--- config.mk ---
export PLATFORM = sky130hd
export DESIGN_NAME = core_pipeline_ctrl
export DESIGN_NICKNAME = d
export VERILOG_FILES = /design/src/rtl/core_pkg.sv /design/src/rtl/sat_counter.sv /design/src/rtl/core_pipeline_ctrl.sv
export SDC_FILE = /design/constraint.sdc
export NUM_CORES = 1
export LEC_CHECK = 0
export CAP_MARGIN = 10
export CORE_ASPECT_RATIO = 1.25
export CORE_UTILIZATION = 56
export CTS_CLUSTER_DIAMETER = 200
export DETAILED_ROUTE_END_ITERATION = 12
export GPL_ROUTABILITY_DRIVEN = 0
export HOLD_SLACK_MARGIN = 0.08
export PLACE_DENSITY = 0.86
export SYNTH_ARGS = -nofsm -noshare
export SYNTH_HDL_FRONTEND = slang
export SYNTH_SLANG_ARGS = --single-unit
--- constraint.sdc ---
create_clock -name clk_i -period 7.8 [get_ports clk_i]
set_input_delay 1.56 -clock clk_i [delete_from_list [all_inputs] [get_ports clk_i]]
set_output_delay 1.56 -clock clk_i [all_outputs]
set_load 0.02 [all_outputs]
--- src/rtl/core_pkg.sv ---
// rtl/core_pkg.sv - shared pipeline stage indices and constants for the core
package core_pkg;

    localparam int STG_IF  = 0;
    localparam int STG_ID  = 1;
    localparam int STG_EX  = 2;
    localparam int STG_MEM = 3;
    localparam int STG_WB  = 4;

    // addi x0, x0, 0
    localparam logic [31:0] NOP_INSTR = 32'h0000_0013;

    localparam int CNT_W_DEF = 32;

endpackage

--- src/rtl/sat_counter.sv ---
// rtl/sat_counter.sv - saturating up-counter with synchronous clear
module sat_counter #(
    parameter int W = 32
) (
    input  logic         clk_i,
    input  logic         rst_i,
    input  logic         inc_i,
    input  logic         clr_i,
    output logic [W-1:0] cnt_o
);

    logic [W-1:0] cnt_q, cnt_d;

    always_comb begin
        cnt_d = cnt_q;
        if (clr_i) begin
            cnt_d = '0;
        end else if (inc_i && (cnt_q != '1)) begin
            cnt_d = cnt_q + 1'b1;
        end
    end

    always_ff @(posedge clk_i or posedge rst_i) begin
        if (rst_i) begin
            cnt_q <= '0;
        end else begin
            cnt_q <= cnt_d;
        end
    end

    assign cnt_o = cnt_q;

endmodule

--- src/rtl/core_pipeline_ctrl.sv ---
// rtl/core_pipeline_ctrl.sv - per-stage hold/bubble/flush control with freeze,
// deferred redirects and saturating performance counters
module core_pipeline_ctrl
    import core_pkg::*;
#(
    parameter int                    NUM_STAGES   = 5,
    parameter int                    NUM_SRC      = 4,
    parameter logic [NUM_SRC*3-1:0]  SRC_STAGE    = {3'd1, 3'd2, 3'd2, 3'd1},
    parameter int                    REDIRECT_STG = STG_MEM,
    parameter int                    BLOCK_HOLD   = 1,
    parameter int                    CNT_W        = CNT_W_DEF
) (
    input  logic                  clk_i,
    input  logic                  rst_i,
    input  logic                  instr_cache_blocking_n_i,
    input  logic                  data_cache_blocking_n_i,
    input  logic [NUM_SRC-1:0]    stall_req_i,
    input  logic                  redirect_i,
    input  logic                  cnt_clr_i,
    output logic [NUM_STAGES-1:0] hold_o,
    output logic [NUM_STAGES-1:0] bubble_o,
    output logic [NUM_STAGES-1:0] flush_o,
    output logic                  wb_en_o,
    output logic [CNT_W-1:0]      cycle_cnt_o,
    output logic [CNT_W-1:0]      freeze_cnt_o,
    output logic [CNT_W-1:0]      stall_cnt_o,
    output logic [CNT_W-1:0]      flush_cnt_o
);

    logic [2:0] hold_cnt_q, hold_cnt_d;
    logic       redirect_pend_q, redirect_pend_d;
    logic       freeze;
    logic       stall_any;
    logic [2:0] depth;
    logic       apply;

    // Returns {any stall, deepest stalled stage}; a busy I-cache stalls only IF.
    function automatic logic [3:0] stall_depth(input logic [NUM_SRC-1:0] req,
                                               input logic ic_busy);
        logic       valid;
        logic [2:0] k;
        valid = ic_busy;
        k     = 3'd0;
        for (int i = 0; i < NUM_SRC; i++) begin
            if (req[i]) begin
                valid = 1'b1;
                if (SRC_STAGE[i*3 +: 3] > k) begin
                    k = SRC_STAGE[i*3 +: 3];
                end
            end
        end
        return {valid, k};
    endfunction

    always_comb begin
        freeze             = ~data_cache_blocking_n_i | (hold_cnt_q != 3'd0);
        {stall_any, depth} = stall_depth(stall_req_i, ~instr_cache_blocking_n_i);
        hold_o             = '0;
        bubble_o           = '0;
        flush_o            = '0;
        apply              = 1'b0;
        if (freeze) begin
            hold_o = '1;
        end else begin
            if (stall_any) begin
                for (int s = 0; s < NUM_STAGES; s++) begin
                    if (s <= int'(depth))     hold_o[s]   = 1'b1;
                    if (s == int'(depth) + 1) bubble_o[s] = 1'b1;
                end
            end
            apply = (redirect_i | redirect_pend_q) & ~hold_o[REDIRECT_STG];
            // Flushed stages load a NOP regardless of any hold or bubble there.
            if (apply) begin
                for (int s = STG_IF + 1; s <= REDIRECT_STG; s++) begin
                    flush_o[s]  = 1'b1;
                    hold_o[s]   = 1'b0;
                    bubble_o[s] = 1'b0;
                end
            end
        end
    end

    always_comb begin
        hold_cnt_d = hold_cnt_q;
        if (!data_cache_blocking_n_i) begin
            hold_cnt_d = 3'(BLOCK_HOLD);
        end else if (hold_cnt_q != 3'd0) begin
            hold_cnt_d = hold_cnt_q - 3'd1;
        end
        redirect_pend_d = (redirect_i | redirect_pend_q) & ~apply;
    end

    always_ff @(posedge clk_i or posedge rst_i) begin
        if (rst_i) begin
            hold_cnt_q      <= 3'd0;
            redirect_pend_q <= 1'b0;
        end else begin
            hold_cnt_q      <= hold_cnt_d;
            redirect_pend_q <= redirect_pend_d;
        end
    end

    assign wb_en_o = ~freeze;

    sat_counter #(.W(CNT_W)) u_cycle_cnt (
        .clk_i (clk_i),
        .rst_i (rst_i),
        .inc_i (1'b1),
        .clr_i (cnt_clr_i),
        .cnt_o (cycle_cnt_o)
    );

    sat_counter #(.W(CNT_W)) u_freeze_cnt (
        .clk_i (clk_i),
        .rst_i (rst_i),
        .inc_i (freeze),
        .clr_i (cnt_clr_i),
        .cnt_o (freeze_cnt_o)
    );

    sat_counter #(.W(CNT_W)) u_stall_cnt (
        .clk_i (clk_i),
        .rst_i (rst_i),
        .inc_i ((|hold_o) & ~freeze),
        .clr_i (cnt_clr_i),
        .cnt_o (stall_cnt_o)
    );

    sat_counter #(.W(CNT_W)) u_flush_cnt (
        .clk_i (clk_i),
        .rst_i (rst_i),
        .inc_i (apply),
        .clr_i (cnt_clr_i),
        .cnt_o (flush_cnt_o)
    );

endmodule
; After elaboration in Yosys (flattened, before gate mapping)
; Index checks and enable logic that the tools add are counted.
[classes]
n_addsub = 6
multipliers = 0
n_div = 0
n_lt_le_gt_ge = 7
n_eq_ne = 9
n_shift = 0
muxes = 40
bitwise_logic = 10
reduce_logical = 10
[ops]
columns = op, count
row1 = two-way mux 32 bit, 8
row2 = adder 32 x 1 -> 32 bit (second input constant), 4
row3 = != test 32 bit (second input constant), 4
row4 = == test 3 x 32 -> 1 bit (first input constant), 2
row5 = two-way mux 3 bit, 12
row6 = == test 2 x 32 -> 1 bit (first input constant), 1
row7 = logical NOT 32 bit, 1
row8 = two-way mux 5 bit, 5
row9 = two-way mux 1 bit, 15
row10 = nonzero test 2 bit, 4
row11 = greater-than comparator 2 x 3 -> 1 bit (first input constant), 2
row12 = less-or-equal comparator 2 x 3 -> 1 bit (first input constant), 2
row13 = NOT 1 bit, 5
row14 = OR reduction 5 bit, 1
row15 = adder 3 x 1 -> 4 bit (second input constant), 1
row16 = == test 3 x 4 -> 1 bit (first input constant), 1
row17 = bitwise AND 1 bit, 3
row18 = greater-than comparator 1 x 3 -> 1 bit (first input constant), 1
row19 = less-or-equal comparator 1 x 3 -> 1 bit (first input constant), 1
row20 = less-or-equal comparator 3 bit (first input constant), 1
row21 = logical AND 1 bit, 3
row22 = nonzero test 3 bit, 1
row23 = subtractor 3 x 1 -> 3 bit (second input constant), 1
row24 = != test 2 x 1 -> 1 bit (second input constant), 1
row25 = bitwise OR 1 bit, 2
[word_totals]
ff_bits = 132
latch_bits = 0
mem_bits_rw = 0
rom_bits = 0
inputBits = 10
out_inout_bits = 144
word_cells = 88
n_memories = 0

; Longest topological paths before layout
[logic_depth]
ltp_word = 23
ltp_mapped = 12
mapped_depth_nobuf = 10

; By module
; A second synthesis with hierarchy kept.
[unflattened]
hier_cells = 787
hier_area_um2 = 7320.8
[by_module_without_submodules]
columns = mod, instances, cells_per_inst, area_each_um2, seq_area_each_um2
row1 = sat_counter, 4, 186, 1740.4, 800.8
row2 = core_pipeline_ctrl, 1, 43, 359.1, 100.1

; Worst setup path after synthesis
; No wires, ideal clock.
[synth_timing]
kind = input -> output
startpoint = input port data_cache_blocking_n_i
endpoint = output port hold_o[1]
arrival_time_ns = 2.642
required_ns = 6.240
setup_slack_ns = 3.598
path_stages = 6
path_buffers = 1
path_cell_list = nand2_2 > inv_2 > o21ai_1 > clkinv_1 > buf_2 > nor2_1
[synth_between]
elab_chain_cells = 3
[synth_lines]
columns = item, line
row1 = "start, declared", core_pipeline_ctrl.sv:16  ; input logic data_cache_blocking_n_i,
row2 = NOT 1 bit, core_pipeline_ctrl.sv:56  ; freeze = ~data_cache_blocking_n_i | (hold_cnt_q != 3'd0);
row3 = bitwise OR 1 bit, core_pipeline_ctrl.sv:56
row4 = two-way mux 5 bit, core_pipeline_ctrl.sv:62  ; if (freeze) begin
row5 = "end, declared", core_pipeline_ctrl.sv:20  ; output logic [NUM_STAGES-1:0] hold_o,
; No other way between the ends.

; Worst setup path after layout
; Same ends and word-level chain as after synthesis.

==> flow_summary.ini <==
[grt]
antenna_found_initial = 0
grt_pass1_vias = 6665
overflow = 0
grt_pass1_wl_mm = 32.0
grt_max_degree = 87
grt_usage = 0.279

[sta]
grt_setup_unrepaired = false
hold_violations = 0
setup_violations = 0
clock.fmax_mhz = 164
finalCriticalPeriod_ns = 6.11
drv_slew = 0
relSlewSlack = 0.278
hold-worst-slack_ns = 0.511
clock_skew_ns = 0.0118
tightest_slew_ns = 1.08
min_period_over_period = 0.783
fin_tns_setup_ns = 0

[logic_synthesis]
ys_ff_latch = 132
ys_async_sr_fraction = 1.00
synth_warnings = 0
ys_types = 71
synth_edf_count = 0
muxShareOfSynthArea = 0.0306
synthAdderAreaFrac = 0.00978
syn_area_mm2 = 0.00768
synth-compound-area-share = 0.157
synthCells = 827
synth_xor_area_frac = 0.0274
syn_avg_cell_area_um2 = 9.28
yosysSeqAreaShare = 0.430
synth-simple-area-share = 0.300
synth_flop_cell = dfrtp_1
synth_top_family_by_area = simple AND/OR/NAND/NOR gates

[worst_hold_path]
hold_depth = 2
hp-start = hold_cnt_q[0]
worstHoldEndpoint = hold_cnt_q[0]
hold_path_class = reg -> reg

[power]
vdd_ir_drop_max_v = 0.000125
power_leakage_uw = 0.00370
power_density_mw_per_mm2 = 175

[critical_path]
crit_path_end_kind = output port
critical_path_class = in -> out
cp.required_ns = 6.24
cp-start-kind = primary input
arrival_ns = 4.55
r2r_cells = 10
r2r_setup_slack_ns = 4.43
r2r_start = hold_cnt_q[0]
path_max_fanout = 20
worst_r2r_endpoint = u_flush_cnt.cnt_o[22]

[finish]
ff_latch_area_mm2 = 0.00330
final_common_cell = clkdlybuf4s50_1
diodes = 0
drive_gt1_frac = 0.0939
nFillCells = 1035
finalNetCount = 973
multi_input_area_mm2 = 0.00404
syn_to_final_growth_pct = 26.9
final_cell_mix = 148 x clkdlybuf4s50_1, 132 x dfrtp_1, 82 x a21oi_1, 70 x nor2_1, 51 x nand2_1

[job]
max_cap_violations = 0

[clocking]
cts_tree = yes
root_buffer = clkbuf_16
clkTransAtPathRegs_ns = 0.05
clk_path_buf_depth = 2
htree_levels = 4
clk_latency_ns = 0.41
post_cts_buffers = 0
clkSinkCount = 132
post_cts_resized = 0
hold_buffers = 0
cts_buffers = 17

[placed_design]
hpwl_mm = 13.0
placement.io_buffers = 149

[detailed_routing]
first_pass_iters = 5
viasPerCell = 6.21
ant_nets = 0
wire_per_inst_um = 16.8
drt-initial-drc-count = 531
drc = 0
wl_mm = 19.2
vias = 7085

[floorplanning]
start_util = 0.578
num_rows = 47
die_h_um = 133
die_x_um = 107
core_area_mm2 = 0.0133
die_area_mm2 = 0.0142
pin_count = 154

[status]
outcome = complete, no violations
-- report_power, final --
group	internal [µW]	leakage, µW	total [µW]	switching (µW)
clock network	476	0.000274	776	301
registers	704	0.00183	722	18.3
logic	74.7	0.00159	206	132
-- cell type report --
type / instances / area share
Clock buffer: 18 / 0.0451
Clock inverter: 13 / 0.0140
Inverter: 24 / 0.00950
Multi-Input combinational cell: 629 / 0.415
Sequential cell: 132 / 0.339
Tap cell: 171 / 0.0220
Timing Repair Buffer: 153 / 0.156
-- layer usage --
metal | GRT usage | wire length [µm] | up-vias
met5 | 0 | 0 | -
met4 | 0.0906 | 308 | 0
met3 | 0.0635 | 1120 | 34
met2 | 0.477 | 9790 | 237
met1 | 0.346 | 7970 | 3454
li1 | - | - | 3360
-- state kept, by name, summed over array words and instances (netlist names) --
| register | count |
|---|---|
| u_cycle_cnt.cnt_o | 32 |
| u_flush_cnt.cnt_o | 32 |
| u_freeze_cnt.cnt_o | 32 |
| u_stall_cnt.cnt_o | 32 |
| hold_cnt_q | 3 |
| redirect_pend_q | 1 |
-- how the worst max path moves through the flow --
stage | startpoint | endpoint | cells after the start
2_1_floorplan | rst_i | hold_cnt_q[0] | 1
3_3_place_gp | data_cache_blocking_n_i | hold_o[1] | 7
3_5_place_dp | data_cache_blocking_n_i | hold_o[1] | 7
4_1_cts | data_cache_blocking_n_i | hold_o[1] | 7
5_1_grt | data_cache_blocking_n_i | hold_o[1] | 7
6_report | data_cache_blocking_n_i | hold_o[1] | 7
-- cell families after synthesis --
logic type                 count (synthesis)
AOI/OAI and AO/OA                        198
xor gates and xnor gates                  24
adders and majority gates                  6
buffers and inverters                     69
DFF                                      132
muxes                                     21
other                                      1
and+or+nand+nor                          376
-- stage by stage --
stage / power, µW / area, µm² / instances / worst slack (ns) / utilization
4_1_cts: 1720 / 9740 / 1140 / 1.69 / 0.733
6_report: 1710 / 9740 / 1140 / 1.69 / 0.733
3_5_place_dp: 940 / 9170 / 1109 / 1.72 / 0.690
2_1_floorplan: 874 / 7690 / 830 / 2.71 / -
3_3_place_gp: 935 / 9170 / 1109 / 1.78 / 0.690
5_1_grt: 1770 / 9740 / 1140 / 1.37 / 0.733
-- worst max-delay path, cell delays in order --
cell	delay (ns)
clkdlybuf4s50_1	0.50
nand2_2	0.22
inv_2	0.15
o21ai_1	0.49
clkinv_1	0.76
nor2_1	0.24
clkdlybuf4s50_1	0.62
-- synth_stat cells, drive strengths merged, types with 2 or more instances --
master | instances | share of area
or4 | 32 | 0.032
and3 | 7 | 0.0057
nor4b | 4 | 0.0065
nor2 | 71 | 0.035
or2 | 7 | 0.0060
o2111a | 3 | 0.0044
or3 | 49 | 0.040
and2 | 9 | 0.0073
o2111ai | 7 | 0.0088
nand4b | 2 | 0.0023
nand3 | 35 | 0.024
buf | 21 | 0.020
dfrtp | 132 | 0.43
nor3b | 2 | 0.0020
o311ai | 2 | 0.0023
o31ai | 30 | 0.029
mux2i | 4 | 0.0052
a31o | 2 | 0.0023
and4 | 12 | 0.014
nor2b | 17 | 0.014
nand4 | 44 | 0.047
inv | 23 | 0.011
xor2 | 13 | 0.015
ha | 6 | 0.0098
a211oi | 5 | 0.0049
nor4 | 15 | 0.024
a21oi | 83 | 0.055
o21ai | 54 | 0.035
o41ai | 2 | 0.0023
mux2 | 17 | 0.025
nand2 | 52 | 0.026
xnor2 | 11 | 0.013
clkbuf | 23 | 0.012
nor3 | 11 | 0.0078
nand2b | 4 | 0.0033
o211ai | 6 | 0.0077
(Power assumes the default switching activity.)
